**src/rtl/shift_cmd_queue.sv**
```systemverilog
// Command queue feeding a barrel shifter: buffers {data, shift_amt, direction}
// in a small circular FIFO and issues one entry per GAP+1 cycles as a one-cycle strobe.
module shift_cmd_queue #(
  parameter int DEPTH = 4,
  parameter int GAP   = 3
) (
  input  logic                     clk,
  input  logic                     rst,
  input  logic                     flush,
  input  logic                     in_valid,
  output logic                     in_ready,
  input  logic [31:0]              in_data,
  input  logic [4:0]               in_shift_amt,
  input  logic                     in_direction,
  output logic                     out_valid,
  output logic [31:0]              out_data,
  output logic [4:0]               out_shift_amt,
  output logic                     out_direction,
  output logic [$clog2(DEPTH):0]   count
);

  localparam int PTR_W = $clog2(DEPTH);
  localparam int CNT_W = PTR_W + 1;
  localparam logic [CNT_W-1:0] DEPTH_C = CNT_W'(DEPTH);
  localparam logic [3:0]       GAP_C   = 4'(GAP);

  typedef struct packed {
    logic [31:0] data;
    logic [4:0]  shift_amt;
    logic        direction;
  } cmd_t;

  cmd_t             mem [DEPTH];
  cmd_t             head;
  logic [PTR_W-1:0] wr_ptr;
  logic [PTR_W-1:0] rd_ptr;
  logic [3:0]       gap_cnt;
  logic             push;
  logic             issue;

  // Ready depends on registered occupancy only, so a full queue never bypasses.
  assign in_ready = (count < DEPTH_C);

  always_comb begin
    push  = in_valid && in_ready;
    issue = (count != '0) && (gap_cnt == 4'd0);
    head  = mem[rd_ptr];
  end

  // NOTE: the storage array is deliberately not reset; validity is tracked by
  // the pointers and count alone, which keeps the array as plain RAM.
  always_ff @(posedge clk) begin
    if (push) begin
      mem[wr_ptr] <= '{data: in_data, shift_amt: in_shift_amt, direction: in_direction};
    end
  end

  // NOTE: all state here uses non-blocking assignments so every register
  // samples pre-edge values, e.g. issue sees count before this edge's push.
  always_ff @(posedge clk) begin
    if (rst) begin
      out_valid     <= 1'b0;
      out_data      <= '0;
      out_shift_amt <= '0;
      out_direction <= 1'b0;
      count         <= '0;
      wr_ptr        <= '0;
      rd_ptr        <= '0;
      gap_cnt       <= '0;
    end else if (flush) begin
      // Issued fields keep their last values; only queue state is cleared.
      out_valid <= 1'b0;
      count     <= '0;
      wr_ptr    <= '0;
      rd_ptr    <= '0;
      gap_cnt   <= '0;
    end else begin
      out_valid <= issue;
      if (issue) begin
        out_data      <= head.data;
        out_shift_amt <= head.shift_amt;
        out_direction <= head.direction;
        rd_ptr        <= rd_ptr + PTR_W'(1);
        gap_cnt       <= GAP_C;
      end else if (gap_cnt != 4'd0) begin
        gap_cnt <= gap_cnt - 4'd1;
      end

      if (push) begin
        wr_ptr <= wr_ptr + PTR_W'(1);
      end

      case ({push, issue})
        2'b10:   count <= count + CNT_W'(1);
        2'b01:   count <= count - CNT_W'(1);
        default: count <= count;
      endcase
    end
  end

endmodule

```
**config.mk**
```make
export PLATFORM = sky130hd
export DESIGN_NAME = shift_cmd_queue
export DESIGN_NICKNAME = d
export VERILOG_FILES = /design/src/rtl/shift_cmd_queue.sv
export SDC_FILE = /design/constraint.sdc
export NUM_CORES = 1
export LEC_CHECK = 0
export CAP_MARGIN = 20
export CORE_MARGIN = 1
export CORE_UTILIZATION = 56
export CTS_CLUSTER_DIAMETER = 30
export DETAILED_ROUTE_END_ITERATION = 10
export GPL_TIMING_DRIVEN = 0
export HOLD_SLACK_MARGIN = 0.02
export PLACE_DENSITY = 0.84
export SYNTH_ARGS = -nofsm -noshare
export SYNTH_HDL_FRONTEND = slang
export SYNTH_SLANG_ARGS = --single-unit
export TNS_END_PERCENT = 30
```
**constraint.sdc**
```tcl
create_clock -name clk -period 3.5 [get_ports clk]
set_input_delay 0.875 -clock clk [delete_from_list [all_inputs] [get_ports clk]]
set_output_delay 0.875 -clock clk [all_outputs]
set_load 0.005 [all_outputs]
```
==> results of run 1 <==
## synthesized netlist by cell type, types with 2 or more instances
master	n	area [µm²]
a21oi_1	4	20.0
and2_1	4	25.0
buf_2	7	35.0
clkbuf_1	31	116
clkbuf_2	2	10.0
dfxtp_1	50	1000
edfxtp_1	152	4560
ha_1	7	87.6
inv_1	11	41.3
mux2i_1	2	20.0
mux4_2	38	856
nand2_1	38	143
nand4_1	38	238
nor2_1	9	33.8
nor3_1	4	20.0
o21ai_0	3	15.0
o311ai_0	33	289
o311ai_1	5	43.8
or3_1	2	12.5
xnor2_1	2	17.5
xor2_1	2	17.5
## power breakdown
group	total, mW	leakage (nW)	internal [mW]	switching [mW]
sequential	2.72	1.80	2.68	0.0465
combinational	0.700	1.09	0.260	0.440
clock	3.57	0.624	2.46	1.11
total	7.00	3.52	5.40	1.60
## cells by family after synthesis
family                     count (synthesis)  share of synthesized area
and+or+nand+nor                          102                     0.0679
muxes                                     40                      0.114
xor gates and xnor gates                   4                    0.00455
adders and majority gates                  8                     0.0140
AOI/OAI and AO/OA                         48                     0.0505
DFF                                      202                      0.722
buffers and inverters                     52                     0.0273
## worst max-delay path, stage by stage (launching register included)
cell     delay, ps
dfxtp_1        300
inv_1          120
ha_1           220
or3b_1         340
buf_2          190
buf_2          200
nor2_1         130
ha_1           220
inv_1           70
fa_1           370
xor2_1         160
or3_1          310
a21oi_1        150
## per-layer routing
metal  share of wire  up-vias  routed length (µm)  track usage
li1                -     2113                   -            -
met1            0.35     2473                6580        0.323
met2            0.54      312               10000        0.476
met3           0.080       55                1480       0.0584
met4           0.027        0                 510        0.102
met5               0        -                   0            0
## stage by stage
stage / setup WS, ps / hold WS [ps] / utilization / area, µm² / power [mW]
2_1_floorplan: 927 / 459 / - / 7710 / 3.12
3_3_place_gp: -251 / 467 / 0.656 / 8760 / 3.38
3_5_place_dp: 485 / 477 / 0.662 / 8840 / 3.42
4_1_cts: 665 / 484 / 0.757 / 10100 / 7.01
5_1_grt: 492 / 515 / 0.757 / 10100 / 7.21
6_report: 629 / 477 / 0.757 / 10100 / 7.00
## registers in the layout (all words and copies together) (netlist names)
| register | cells |
|---|---|
| out_valid | 1 |
| mem | 152 |
| out_data | 32 |
| rd_ptr | 2 |
| out_direction | 1 |
| count | 3 |
| gap_cnt | 4 |
| wr_ptr | 2 |
| out_shift_amt | 5 |
## final timing paths
check / start / endpoint / slack [ps] / cells after the start
setup / recovery: gap_cnt[0] / count[2] / 630 / 12
hold / removal: out_data[12] / out_data[12] / 480 / 2
setup reg to reg: gap_cnt[0] / count[2] / 630 / 12
hold reg to reg: out_data[12] / out_data[12] / 480 / 2
## cell type report
| class | count | share of cell area |
|---|---|---|
| buffer | 41 | 0.0167 |
| multi-input combinational | 202 | 0.191 |
| tap | 176 | 0.0218 |
| clock inverter | 16 | 0.0212 |
| clock buffer | 52 | 0.104 |
| sequential | 202 | 0.550 |
| inverter | 11 | 0.00408 |
| timing repair buffer | 87 | 0.0901 |
==> impl_metrics.tcl, run 1 <==
set metrics [dict create \
    max-vdd-ir-drop_uv 400 \
    cp_max_fo 10 \
    track_usage 0.269 \
    synth_cell_types 33 \
    avgSynthCellArea_um2 16.9 \
    crit_arrival_ps 3280 \
    fmax_mhz 348 \
    cts_tree "built" \
    ys_seq_elements 202 \
    htreeDepth 2 \
    core_area_um2 13300 \
    drv_slew 0 \
    cts_setup_buffers 0 \
    cts_hold_buffers 0 \
    cts_max_path_buffers 3 \
    clk_latency_ps 490 \
    synth_ff_type "edfxtp_1" \
    area_growth_pct 31.2 \
    numClockSinks 202 \
    grt_setup_unrepaired "false" \
    dp_hpwl_mm 10.4 \
    cts.repair.resized 0 \
    tns_ps 0 \
    setup_violations 0 \
    drtAntennaViolNets 0 \
    postSynthCellCount 456 \
    die-width_um 119 \
    vias_per_cell 6.29 \
    ioPinCount 85 \
    globalplace.congestion 0.812 \
    grt_pass1_vias 5259 \
    syn-cell-area_um2 7710 \
    critical_path_class "reg -> reg" \
    synth_edf_count 152 \
    rows 42 \
    grt_max_degree 24 \
    start_util 0.577 \
    register_area_um2 5570 \
    dieArea_um2 14200 \
    ys_seq_area_frac 0.722 \
    grt_first_pass_wirelength_mm 28.5 \
    drv_cap 0 \
    drt_wl_total_mm 18.6 \
    drt-pass1-iter-count 6 \
    antenna_cells 0 \
    nFillCells 744 \
    worstSetupStartpointType "register" \
    endpoint_kind "register" \
    p_leak_nw 3.52 \
    antenna_found_initial 0 \
    fin_skew_ps 13.3 \
    fin_crit_sh 0.820 \
    cts_buffers 37 \
    nets 632 \
    gr-total-overflow 0 \
    stdcell_count 787 \
    fp.dieH_um 119 \
    wl_per_cell_um 23.6 \
    final-hold-violation-count 0 \
    portBuffers 83 \
    dpl.cell_count 719 \
    cts-root-buf "clkbuf_16" \
    tightest_slew_ps 755 \
    drive_above_1_share 0.187 \
    drc 0 \
    clk_pin_slew_ps 50 \
    required_ps 3910 \
    dr_total_vias 4953 \
    slew_headroom 0.496 \
    ys_async_sr_fraction 0 \
    multi_input_area_um2 1940 \
    outcome "finished clean" \
    syn_nets 506 \
    power_density_nw_per_um2 692 \
    final_common_cell "edfxtp_1" \
    layout_common_cells "152 x edfxtp_1, 83 x clkdlybuf4s50_1, 50 x dfxtp_1" \
    drtIter0Drc 554 \
    hp-class "reg -> reg" \
    yosysWarnings 0 \
    fin_crit_ps 2870 \
]
Power figures use the tool's default switching activity.
==> run 2, diff against run 1 <==
--- a/config.mk
+++ b/config.mk
@@ -7,12 +7,12 @@
 export LEC_CHECK = 0
 export CAP_MARGIN = 20
 export CORE_MARGIN = 1
-export CORE_UTILIZATION = 56
+export CORE_UTILIZATION = 50
 export CTS_CLUSTER_DIAMETER = 30
 export DETAILED_ROUTE_END_ITERATION = 10
 export GPL_TIMING_DRIVEN = 0
 export HOLD_SLACK_MARGIN = 0.02
-export PLACE_DENSITY = 0.84
+export PLACE_DENSITY = 0.8
 export SYNTH_ARGS = -nofsm -noshare
 export SYNTH_HDL_FRONTEND = slang
 export SYNTH_SLANG_ARGS = --single-unit
==> constraint.sdc (replaced) <==
create_clock -name clk -period 2.4 [get_ports clk]
set_input_delay 0.6 -clock clk [delete_from_list [all_inputs] [get_ports clk]]
set_output_delay 0.6 -clock clk [all_outputs]
set_load 0.005 [all_outputs]
==> run 2 against run 1 <==
Compared with the run above:
- combinational power up 54%
- clock skew down 4.8 ps
- register-to-register slack worse by 590 ps
- clock-buffer cell count down 9
- worst setup slack worse by 590 ps
- critical path depth down 2
- largest cell class unchanged
- largest power group unchanged
==> impl_metrics.tcl, run 2 (synthesis gave the netlist of run 1 again) <==
set metrics [dict create \
    start_util 0.509 \
    setup_violations 0 \
    drive_above_1_share 0.219 \
    clk_pin_slew_ps 50 \
    dpl.cell_count 731 \
    fin_skew_ps 8.42 \
    dr_total_vias 4820 \
    regMostFlops "mem" \
    r2r_cells 10 \
    drt-pass1-iter-count 7 \
    p_leak_nw 3.55 \
    swShare 0.226 \
    layout_common_cells "152 x edfxtp_1, 83 x clkdlybuf4s50_1, 48 x dfxtp_1" \
    grt_first_pass_wirelength_mm 27.3 \
    worstSetupStartpointType "register" \
    crit_chain "inv_2, ha_4, or3b_4, nor2_4, ha_4, inv_2, fa_2, xor2_2, or3_1, a21oi_1" \
    combPwrFrac 0.104 \
    critical_path_class "reg -> reg" \
    max_stage_delay_ps 400 \
    outcome "finished clean" \
    register_area_um2 5570 \
    antenna_found_initial 0 \
    drtIter0Drc 481 \
    power.net_switching_mw 2.35 \
    drtAntennaViolNets 0 \
    largest_reg_flops 152 \
    grt_setup_unrepaired "true" \
    reg_top3 "mem (152), out_data (32), out_shift_amt (5)" \
    numClockSinks 202 \
    vias_per_cell 6.03 \
    stdcell_count 800 \
    cts_buffers 34 \
    dieArea_um2 15900 \
    core_area_um2 15100 \
    drt_wl_total_mm 17.3 \
    htreeDepth 2 \
    rows 45 \
    hp-class "reg -> reg" \
    globalplace.congestion 0.759 \
    cts_tree "built" \
    cts-root-buf "clkbuf_16" \
    p_seq_frac 0.381 \
    slew_headroom 0.541 \
    portBuffers 83 \
    fp.dieH_um 126 \
    nFillCells 921 \
    gr-total-overflow 0 \
    preCtsSetupSlack_ps -215 \
    placed_area_um2 8880 \
    hold_path_depth 2 \
    wl_per_cell_um 21.6 \
    final-hold-violation-count 0 \
    fmax_mhz 423 \
    cp_slowest_cell "or3b_4" \
    drv_slew 0 \
    drv_cap 0 \
    cts_max_path_buffers 3 \
    ioPinCount 85 \
    fin_crit_ps 2360 \
    track_usage 0.226 \
    multi_input_area_um2 1990 \
    nets 636 \
    grt_pass1_vias 5103 \
    clk_latency_ps 480 \
    max-vdd-ir-drop_uv 778 \
    endpoint_kind "register" \
    rrSetupSlack_ps 40 \
    required_ps 2810 \
    fin_area_um2 10300 \
    cts_hold_buffers 0 \
    clkPwrFrac 0.515 \
    holdWs_ps 484 \
    power_density_nw_per_um2 1020 \
    crit_arrival_ps 2770 \
    fin_crit_sh 0.985 \
    tns_ps 0 \
    grt_max_degree 23 \
    tightest_slew_ps 687 \
    die-width_um 126 \
    fin_ws_ps 36.3 \
    area_growth_pct 33.0 \
    final_common_cell "edfxtp_1" \
    dp_hpwl_mm 10.4 \
    drc 0 \
    power.internal_mw 8.05 \
    antenna_cells 0 \
    cp_max_fo 3 \
]
## run 2: cell types whose count changed in the layout (fill, tap and decap cells not counted), moves of 3 or more
cell,change
clkinvlp_4,+3
clkbuf_1,-6
bufinv_16,+3
buf_4,+9
inv_1,-3
clkinv_2,-3
inv_2,+3
## run 2: routing by layer
layer / wire length (µm) / track usage / vias to the layer above
li1: - / - / 2111
met1: 6940 / 0.283 / 2439
met2: 8760 / 0.380 / 224
met3: 1140 / 0.0535 / 46
met4: 470 / 0.0964 / 0
met5: 0 / 0 / -
## run 2: worst paths after layout
path	startpoint	end
hold reg to reg	out_data[25]	out_data[25]
setup reg to reg	gap_cnt[1]	count[2]
setup / recovery	gap_cnt[1]	count[2]
hold / removal	out_data[25]	out_data[25]
## run 2: cell type report
| type | instances | area share |
|---|---|---|
| Buffer | 39 | 0.0156 |
| Clock buffer | 43 | 0.0935 |
| Clock inverter | 19 | 0.0316 |
| Inverter | 11 | 0.00403 |
| Multi-Input combinational cell | 202 | 0.194 |
| Sequential cell | 202 | 0.543 |
| Tap cell | 188 | 0.0229 |
| Timing Repair Buffer | 96 | 0.0954 |
## run 2: critical path, delay by kind of cell, from the launching register on
family,cells,cell delay [ps]
AND/OR/NAND/NOR,3,890
adder cells (fa/ha/maj),3,640
flip-flops,1,330
XOR/XNOR,1,170
AO/OA/AOI/OAI,1,130
buffers and inverters,2,120
## run 2: power groups by stage
stage,clock (mW),sequential [mW],combinational (mW)
4_1_cts,5.40,3.97,1.06
3_3_place_gp,0,4.02,0.945
5_1_grt,5.56,3.98,1.16
3_5_place_dp,0,4.03,0.988
6_report,5.36,3.97,1.08
2_1_floorplan,0,4.01,0.570
## run 2: timing repair
action,in CTS,in global routing
endpoints found under the setup margin,2,2
setup buffers,6,3
gates resized for setup,10,1
pin swaps,6,8
## run 2: stage by stage
step,power [mW],utilization
6_report,10.4,0.677
5_1_grt,10.7,0.677
4_1_cts,10.4,0.676
3_5_place_dp,5.02,0.586
3_3_place_gp,4.97,0.581
2_1_floorplan,4.59,-
==> run 3, diff against run 2 <==
--- a/config.mk
+++ b/config.mk
@@ -6,7 +6,7 @@
 export NUM_CORES = 1
 export LEC_CHECK = 0
 export CAP_MARGIN = 20
-export CORE_MARGIN = 1
+export CORE_MARGIN = 3
 export CORE_UTILIZATION = 50
 export CTS_CLUSTER_DIAMETER = 30
 export DETAILED_ROUTE_END_ITERATION = 10
==> run 3 against run 2 <==
Compared with the run above:
- first-iteration DRC count fell by 26%
- sequential power is essentially flat
- global-route usage shrank 1.7 points
- hold slack improved by 14 ps
- critical path type unchanged
- highest routed layer unchanged
==> impl_metrics.tcl, run 3 (synthesis gave the netlist of run 1 again) <==
set metrics [dict create \
    outcome "finished clean" \
    grt_util_met2 0.352 \
    setup_violations 0 \
    hold_path_depth 2 \
    grtUsageMet1 0.274 \
    multi_input_area_um2 1990 \
    required_ps 2850 \
    rows 44 \
    critPathBufInv 3 \
    endpoint_kind "register" \
    fp.dieH_um 130 \
    crit_cells 11 \
    grt_first_pass_wirelength_mm 27.3 \
    clk_pin_slew_ps 60 \
    htreeDepth 1 \
    largest_reg_flops 152 \
    dieArea_um2 16900 \
    max_stage_delay_ps 370 \
    register_area_um2 5570 \
    drtIter0Drc 354 \
    drt_wl_total_mm 17.5 \
    drc 0 \
    drv_cap 0 \
    post-route-util 0.675 \
    worstSetupStartpointType "register" \
    final-hold-violation-count 0 \
    cp_max_fo 2 \
    gr-total-overflow 0 \
    nFillCells 926 \
    fin_crit_sh 0.979 \
    die-width_um 130 \
    cp-startpoint "gap_cnt[0]" \
    fin_skew_ps 13.7 \
    hp-start "out_data[20]" \
    start_util 0.520 \
    fin_area_um2 9990 \
    cts_hold_buffers 0 \
    met3_usage 0.0413 \
    slew_headroom 0.558 \
    track_usage 0.210 \
    area_growth_pct 29.7 \
    cts_max_path_buffers 3 \
    ioPinCount 85 \
    rrSetupSlack_ps 50 \
    layout_common_cells "152 x edfxtp_1, 83 x clkdlybuf4s50_1, 48 x dfxtp_1" \
    cp_slowest_cell "fa_2" \
    cts_tree "built" \
    cts-root-buf "clkbuf_16" \
    drtAntennaViolNets 0 \
    vias_per_cell 6.07 \
    dr_total_vias 4775 \
    critical_path_class "reg -> reg" \
    portBuffers 83 \
    regMostFlops "mem" \
    clk_latency_ps 520 \
    grt_max_degree 26 \
    hp-class "reg -> reg" \
    nets 630 \
    cts_buffers 29 \
    drv_slew 0 \
    top_usage_layer "met2" \
    timing.rr.start "gap_cnt[0]" \
    numClockSinks 202 \
    reg_top3 "mem (152), out_data (32), out_shift_amt (5)" \
    fmax_mhz 426 \
    crit_chain "inv_2, ha_4, or3b_1, buf_6, nor2_4, ha_4, inv_2, fa_2, xor2_2, or3_1, a21oi_2" \
    antenna_cells 0 \
    preCtsSetupSlack_ps -254 \
    antenna_found_initial 0 \
    final_common_cell "edfxtp_1" \
    max-vdd-ir-drop_uv 948 \
    core_area_um2 14800 \
    wl_per_cell_um 22.2 \
    p_leak_nw 3.43 \
    fin_crit_ps 2350 \
    power_density_nw_per_um2 946 \
    dp_hpwl_mm 10.8 \
    r2r_cells 11 \
    fin_ws_ps 51.3 \
    critical_path.top_delay_family "simple AND/OR/NAND/NOR gates" \
    tightest_slew_ps 661 \
    placed_area_um2 8870 \
    globalplace.congestion 0.791 \
    drive_above_1_share 0.207 \
    drt-pass1-iter-count 4 \
    crit_arrival_ps 2800 \
    grt_pass1_vias 5012 \
]
==> run 3: cell count changes in the layout (fill, tap and decap cells not counted), moves of 2 or more <==
| cell | before | now |
|---|---|---|
| clkbuf_16 | 37 | 29 |
| bufinv_16 | 8 | 5 |
| inv_6 | 2 | 5 |
| buf_4 | 10 | 8 |
| inv_8 | 1 | 3 |
==> run 3: area by class of cell <==
class / count / share of cell area
well taps: 184 / 0.0230
multi-input cells: 202 / 0.199
inverters: 11 / 0.00413
repair buffers: 94 / 0.0964
clock buffers: 33 / 0.0741
flip-flops and latches: 202 / 0.557
clock inverters: 21 / 0.0290
plain buffers: 40 / 0.0172
==> run 3: tightest hold or removal path: stages, from the launching register on <==
cell,delay (ps)
dfxtp_1,310
o311ai_0,90
nand2_1,60
==> run 3: path summary, 6_finish.rpt <==
check | end
setup / recovery | count[2]
hold / removal | out_data[20]
setup reg to reg | count[2]
hold reg to reg | out_data[20]
==> run 3: power by group <==
group	leakage (nW)	internal [mW]	switching, mW
sequential	1.80	3.90	0.0670
combinational	1.13	0.441	0.649
clock	0.498	2.81	1.59
total	3.43	7.15	2.30
==> run 3: repair_timing <==
item / CTS / global route
setup endpoints to repair: 2 / 2
buffers inserted: 7 / 0
pin swaps: 6 / 7
gates resized for setup: 8 / 4
==> run 3: routing by layer <==
layer,share of wire,vias up
met5,0,-
met4,0.025,0
met3,0.086,40
met2,0.51,229
met1,0.38,2409
li1,-,2097
==> run 3: per-stage QoR <==
step | power, mW | hold slack (ps) | std cells | TNS (ps)
floorplan | 4.59 | 459 | 456 | 0
global placement | 4.98 | 471 | 723 | -172230
detailed placement | 5.03 | 482 | 727 | -16810
CTS | 9.47 | 496 | 787 | 0
global route | 9.76 | 512 | 787 | -24.3
finish | 9.45 | 498 | 787 | 0
==> edit 1: new RTL, flow settings as in run 1 <==
The parameter `DEPTH` goes from 4 to 8.
--- a/src/rtl/shift_cmd_queue.sv
+++ b/src/rtl/shift_cmd_queue.sv
@@ -1,7 +1,7 @@
 // Command queue feeding a barrel shifter: buffers {data, shift_amt, direction}
 // in a small circular FIFO and issues one entry per GAP+1 cycles as a one-cycle strobe.
 module shift_cmd_queue #(
-  parameter int DEPTH = 4,
+  parameter int DEPTH = 8,
   parameter int GAP   = 3
 ) (
   input  logic                     clk,
Ports: changed (resized count); port bits go from 85 to 86. The function was not compared with the original's and may differ.
==> edit 1 against run 1 <==
Non-clock buffer count up 8. Area after synthesis up 76%. Count of clock-buffer cells in the layout up 6. Sequential cell count up 155. Via count up 46%. Routed wire length up 68%. Worst setup slack worse by 0.29 ns. Design area up 68%. Sequential power up 77%. Critical path type unchanged. Power up 61%. Critical path depth unchanged. Highest routed layer unchanged. Utilization down 3.6 points.
==> edit 1: results (changes against run 1) <==
outcome:
  status: "finished, final reports clean"  # unchanged
setup_path:
  slowest_delay_ns: 0.40  # was 0.37 ns
  reg2reg_slack_ns: 0.34  # was 0.63 ns
  cp_slowest_cell: "nor2_1"  # was fa_1
  cp_max_fo: 7  # was 10
  critical-path-top-delay-family: "simple AND/OR/NAND/NOR gates"  # was adder cells
  cp.arrival_ns: 3.65  # was 3.28 ns
worst_hold_path:
  holdCritStartpoint: "out_data[30]$_SDFFE_PP0P_"  # was out_data[12]$_SDFFE_PP0P_
  whs_endpoint: "out_data[30]$_SDFFE_PP0P_"  # was out_data[12]$_SDFFE_PP0P_
synth:
  synth_edf_count: 304  # was 152
  postSynthNetCount: 716  # was 506
  synth_top_area_share_pct: 67.2  # was 59.2%
  synth-compound-area-share_pct: 3.66  # was 5.05%
  synth.area.top_cells: "edfxtp_1 (67%), mux4_2 (13%), dfxtp_1 (7.8%)"  # was edfxtp_1 (59%), dfxtp_1 (13%), mux4_2 (11%)
  synth-adder-area-share_pct: 0.645  # was 1.40%
  synth.avg_cell_area_um2: 20.4  # was 16.9 um^2
  ys_types: 37  # was 33
  ys_seq_area_share_pct: 75.0  # was 72.2%
  muxShareOfSynthArea_pct: 12.7  # was 11.4%
placement:
  portBuffers: 85  # was 83
  place_inst: 1084  # was 719
  gp_congestion: 0.793  # was 0.812
  postPlaceCellArea_mm2: 0.0151  # was 0.00884 mm^2
  dp_hpwl_mm: 17.7  # was 10.4 mm
routing:
  dr_total_vias: 7217  # was 4,953
  wirelength_mm: 31.1  # was 18.6 mm
  viasPerCell: 6.07  # was 6.29
grt:
  grt.total_usage_pct: 26.4  # was 26.9%
  grt_pass1_wl_mm: 46.5  # was 28.5 mm
  grt.met2_usage_pct: 45.5  # was 47.6%
  grt_max_degree: 26  # was 24
  grt_pass1_vias: 7737  # was 5,259
  gr-usage-met3_pct: 5.89  # was 5.84%
  grt_use_met1_pct: 32.6  # was 32.3%
layout:
  reg_top3: "mem x304, out_data x32, out_shift_amt x5"  # was mem x152, out_data x32, out_shift_amt x5
  layout-drive-gt1-share_pct: 33.0  # was 18.7%
  fillerInstances: 1292  # was 744
timing:
  slew_headroom_pct: 40.2  # was 49.6%
  finalClockSkew_ns: 0.0270  # was 0.0133 ns
  post-route-min-period_ns: 3.16  # was 2.87 ns
  whs_ns: 0.493  # was 0.477 ns
pwr:
  vdd_ir_drop_max_mv: 0.397  # was 0.400 mV
  leakage_nw: 5.53  # was 3.52 nW
  swShare_pct: 23.1  # was 22.8%
clock_tree:
  clk_latency_ns: 0.56  # was 0.49 ns
==> edit 1: changes by cell type after synthesis, moves of 33 or more <==
cell,run 1,this run
o311ai_0,33,0
edfxtp_1,152,304
mux4_2,38,76
nand4_1,38,0
nor2_1,9,56
nand2_1,38,5
==> edit 1: power groups by stage <==
stage	clock, W	combinational, W	sequential [W]
6_report	0.00546	0.000987	0.00482
5_1_grt	0.00568	0.00105	0.00483
4_1_cts	0.00550	0.000987	0.00482
3_5_place_dp	0	0.000958	0.00490
3_3_place_gp	0	0.000894	0.00490
2_1_floorplan	0	0.000557	0.00489
==> edit 1: logic make-up after synthesis <==
kind of cell / count (synthesis)
flip-flops: 357
adder cells (fa/ha/maj): 7
multiplexers: 78
AND/OR/NAND/NOR: 121
AO/OA/AOI/OAI: 51
buffers and inverters: 44
XOR/XNOR: 9
==> edit 1: final cells by class <==
cell class | instances | area, um^2 | share of cell area (%)
Tap cell | 319 | 399 | 2.34
Inverter | 6 | 22.5 | 0.132
Sequential cell | 357 | 10200 | 59.8
Multi-Input combinational cell | 266 | 3190 | 18.7
Timing Repair Buffer | 98 | 1080 | 6.33
Clock buffer | 58 | 1430 | 8.40
Buffer | 38 | 246 | 1.45
Clock inverter | 46 | 469 | 2.76
==> edit 1: worst reg2reg max path, cell delays in order (launching register included) <==
cell and delay, ns:
dfxtp_1 0.31, inv_1 0.11, ha_1 0.17, or3b_1 0.36
clkbuf_1 0.22, nor2_1 0.40, ha_1 0.38, xor2_1 0.23
ha_1 0.18, a21oi_1 0.05, xor2_1 0.18, or3_1 0.34
a21oi_1 0.15
==> edit 1: routing by layer <==
| metal | vias up | share of wire, % |
|---|---|---|
| met1 | 3676 | 37 |
| met3 | 72 | 9.0 |
| met5 | - | 0 |
| met4 | 0 | 2.5 |
| met2 | 437 | 52 |
| li1 | 3032 | - |
==> edit 2: new RTL, config.mk and constraints of run 1 <==
Without the edit above. Put one more register stage on the output `count`. The value now appears one clock later. The other outputs are not delayed to match.
--- a/src/rtl/shift_cmd_queue.sv
+++ b/src/rtl/shift_cmd_queue.sv
@@ -30,6 +30,8 @@
     logic        direction;
   } cmd_t;
 
+  logic [$clog2(DEPTH):0] count_s0;
+
   cmd_t             mem [DEPTH];
   cmd_t             head;
   logic [PTR_W-1:0] wr_ptr;
@@ -39,11 +41,11 @@
   logic             issue;
 
   // Ready depends on registered occupancy only, so a full queue never bypasses.
-  assign in_ready = (count < DEPTH_C);
+  assign in_ready = (count_s0 < DEPTH_C);
 
   always_comb begin
     push  = in_valid && in_ready;
-    issue = (count != '0) && (gap_cnt == 4'd0);
+    issue = (count_s0 != '0) && (gap_cnt == 4'd0);
     head  = mem[rd_ptr];
   end
 
@@ -63,14 +65,14 @@
       out_data      <= '0;
       out_shift_amt <= '0;
       out_direction <= 1'b0;
-      count         <= '0;
+      count_s0      <= '0;
       wr_ptr        <= '0;
       rd_ptr        <= '0;
       gap_cnt       <= '0;
     end else if (flush) begin
       // Issued fields keep their last values; only queue state is cleared.
       out_valid <= 1'b0;
-      count     <= '0;
+      count_s0  <= '0;
       wr_ptr    <= '0;
       rd_ptr    <= '0;
       gap_cnt   <= '0;
@@ -91,12 +93,16 @@
       end
 
       case ({push, issue})
-        2'b10:   count <= count + CNT_W'(1);
-        2'b01:   count <= count - CNT_W'(1);
-        default: count <= count;
+        2'b10:   count_s0 <= count_s0 + CNT_W'(1);
+        2'b01:   count_s0 <= count_s0 - CNT_W'(1);
+        default: count_s0 <= count_s0;
       endcase
     end
   end
 
+  always_ff @(posedge clk) begin
+    count <= count_s0;
+  end
+
 endmodule
 
Check against the original RTL: not equivalent (a bounded check fails within 4 cycles, from zero or initial values and one cycle with rst high).
==> edit 2 against run 1 <==
Sequential power grew 1%. Critical endpoint is now count_s0[2]$_SDFFE_PP0P_. Cell count fell by 0.38%. Critical path type unchanged. Worst setup slack worse by 0.14 ns. Design area shrank 1.4%. Area after synthesis rose by 0.78%. Sequential share of layout area increased by 1.4 points. Utilization shrank 1.4 points. Routed wire length down 4.8%. Sequential cell count is 3 higher. Count of clock-buffer cells in the layout shrank 3. Power is 7.5% lower.
==> edit 2: results (changes against run 1) <==
placement:
  gp_congestion: 0.826  # was 0.812
  dp_hpwl_mm: 10.4  # about the same
  postPlaceCellArea_mm2: 0.00890  # was 0.00884 mm^2
synth:
  synthTopCellsByCount: "edfxtp_1 (152), dfxtp_1 (53), mux4_2 (38), nand2_1 (38), nand4_1 (38)"  # was edfxtp_1 (152), dfxtp_1 (50), mux4_2 (38), nand2_1 (38), nand4_1 (38)
  synth-compound-area-share_pct: 5.01  # was 5.05%
  synth.area.top_cells: "edfxtp_1 (59%), dfxtp_1 (14%), mux4_2 (11%)"  # was edfxtp_1 (59%), dfxtp_1 (13%), mux4_2 (11%)
  postSynthNetCount: 509  # was 506
  synth-adder-area-share_pct: 1.39  # was 1.40%
grt:
  grt.total_usage_pct: 25.2  # was 26.9%
  gr-usage-met3_pct: 4.52  # was 5.84%
  grt_max_degree: 26  # was 24
  grt_pass1_wl_mm: 26.9  # was 28.5 mm
  grt.met2_usage_pct: 42.7  # was 47.6%
outcome:
  status: "finished, final reports clean"  # unchanged
routing:
  wl_met1_mm: 6.92  # was 6.58 mm
  drt_iter0_drc: 488  # was 554
  met3_length_um: 977  # was 1.48 mm
  wirelength_mm: 17.7  # was 18.6 mm
clock_tree:
  cts_made_buffers: 34  # was 37
timing:
  slew_headroom_pct: 47.2  # was 49.6%
  finalClockSkew_ns: 0.0109  # was 0.0133 ns
pwr:
  leakage_nw: 3.43  # was 3.52 nW
  vdd_ir_drop_max_mv: 0.390  # was 0.400 mV
  switching_power_w: 0.00154  # was 0.00160 W
setup_path:
  cp.arrival_ns: 3.41  # was 3.28 ns
[edit 2: cell count changes in the layout (fill, tap and decap cells not counted), sizes merged]
cell / change
dfxtp: +3
clkbuf: -3
bufinv: -5
clkinv: -1
clkinvlp: +3
[edit 2: worst paths after layout]
path / end / slack (ns) / depth (start not counted)
setup reg to reg: count_s0[2]$_SDFFE_PP0P_ / 0.49 / 12
hold reg to reg: count[0]$_DFF_P_ / 0.43 / 0
hold / removal: count[0]$_DFF_P_ / 0.43 / 0
setup / recovery: count_s0[2]$_SDFFE_PP0P_ / 0.49 / 12
[edit 2: through the flow]
step	std cells	worst slack (ns)	power, W	setup TNS (ns)	hold slack [ns]
2_1_floorplan	459	0.928	0.00316	0	0.380
3_3_place_gp	718	-0.229	0.00342	-33.61	0.390
3_5_place_dp	722	0.486	0.00346	0	0.409
4_1_cts	784	0.510	0.00648	0	0.432
5_1_grt	784	0.389	0.00664	0	0.439
6_report	784	0.493	0.00648	0	0.434
[edit 2: final cells by class]
type | instances | share of cell area (%)
clock inverter | 13 | 0.716
timing repair buffer | 87 | 9.14
multi-input combinational | 202 | 19.4
clock buffer | 49 | 9.94
tap | 176 | 2.21
sequential | 205 | 56.5
inverter | 11 | 0.414
buffer | 41 | 1.70
[edit 2: worst max-delay path, delay by kind of cell (launching register included)]
kind	cells	cell delay, ns
xor gates and xnor gates	1	0.17
DFF	1	0.32
buffers and inverters	4	0.60
and+or+nand+nor	3	0.83
AOI/OAI and AO/OA	1	0.15
adders and majority gates	3	0.86
[edit 2: power by group through the flow]
stage	clock network, W	registers [W]	logic, W
after global placement	0	0.00279	0.000623
after CTS	0.00304	0.00276	0.000686
after floorplan	0	0.00279	0.000372
after global routing	0.00314	0.00276	0.000743
final	0.00302	0.00276	0.000699
after detailed placement	0	0.00280	0.000666
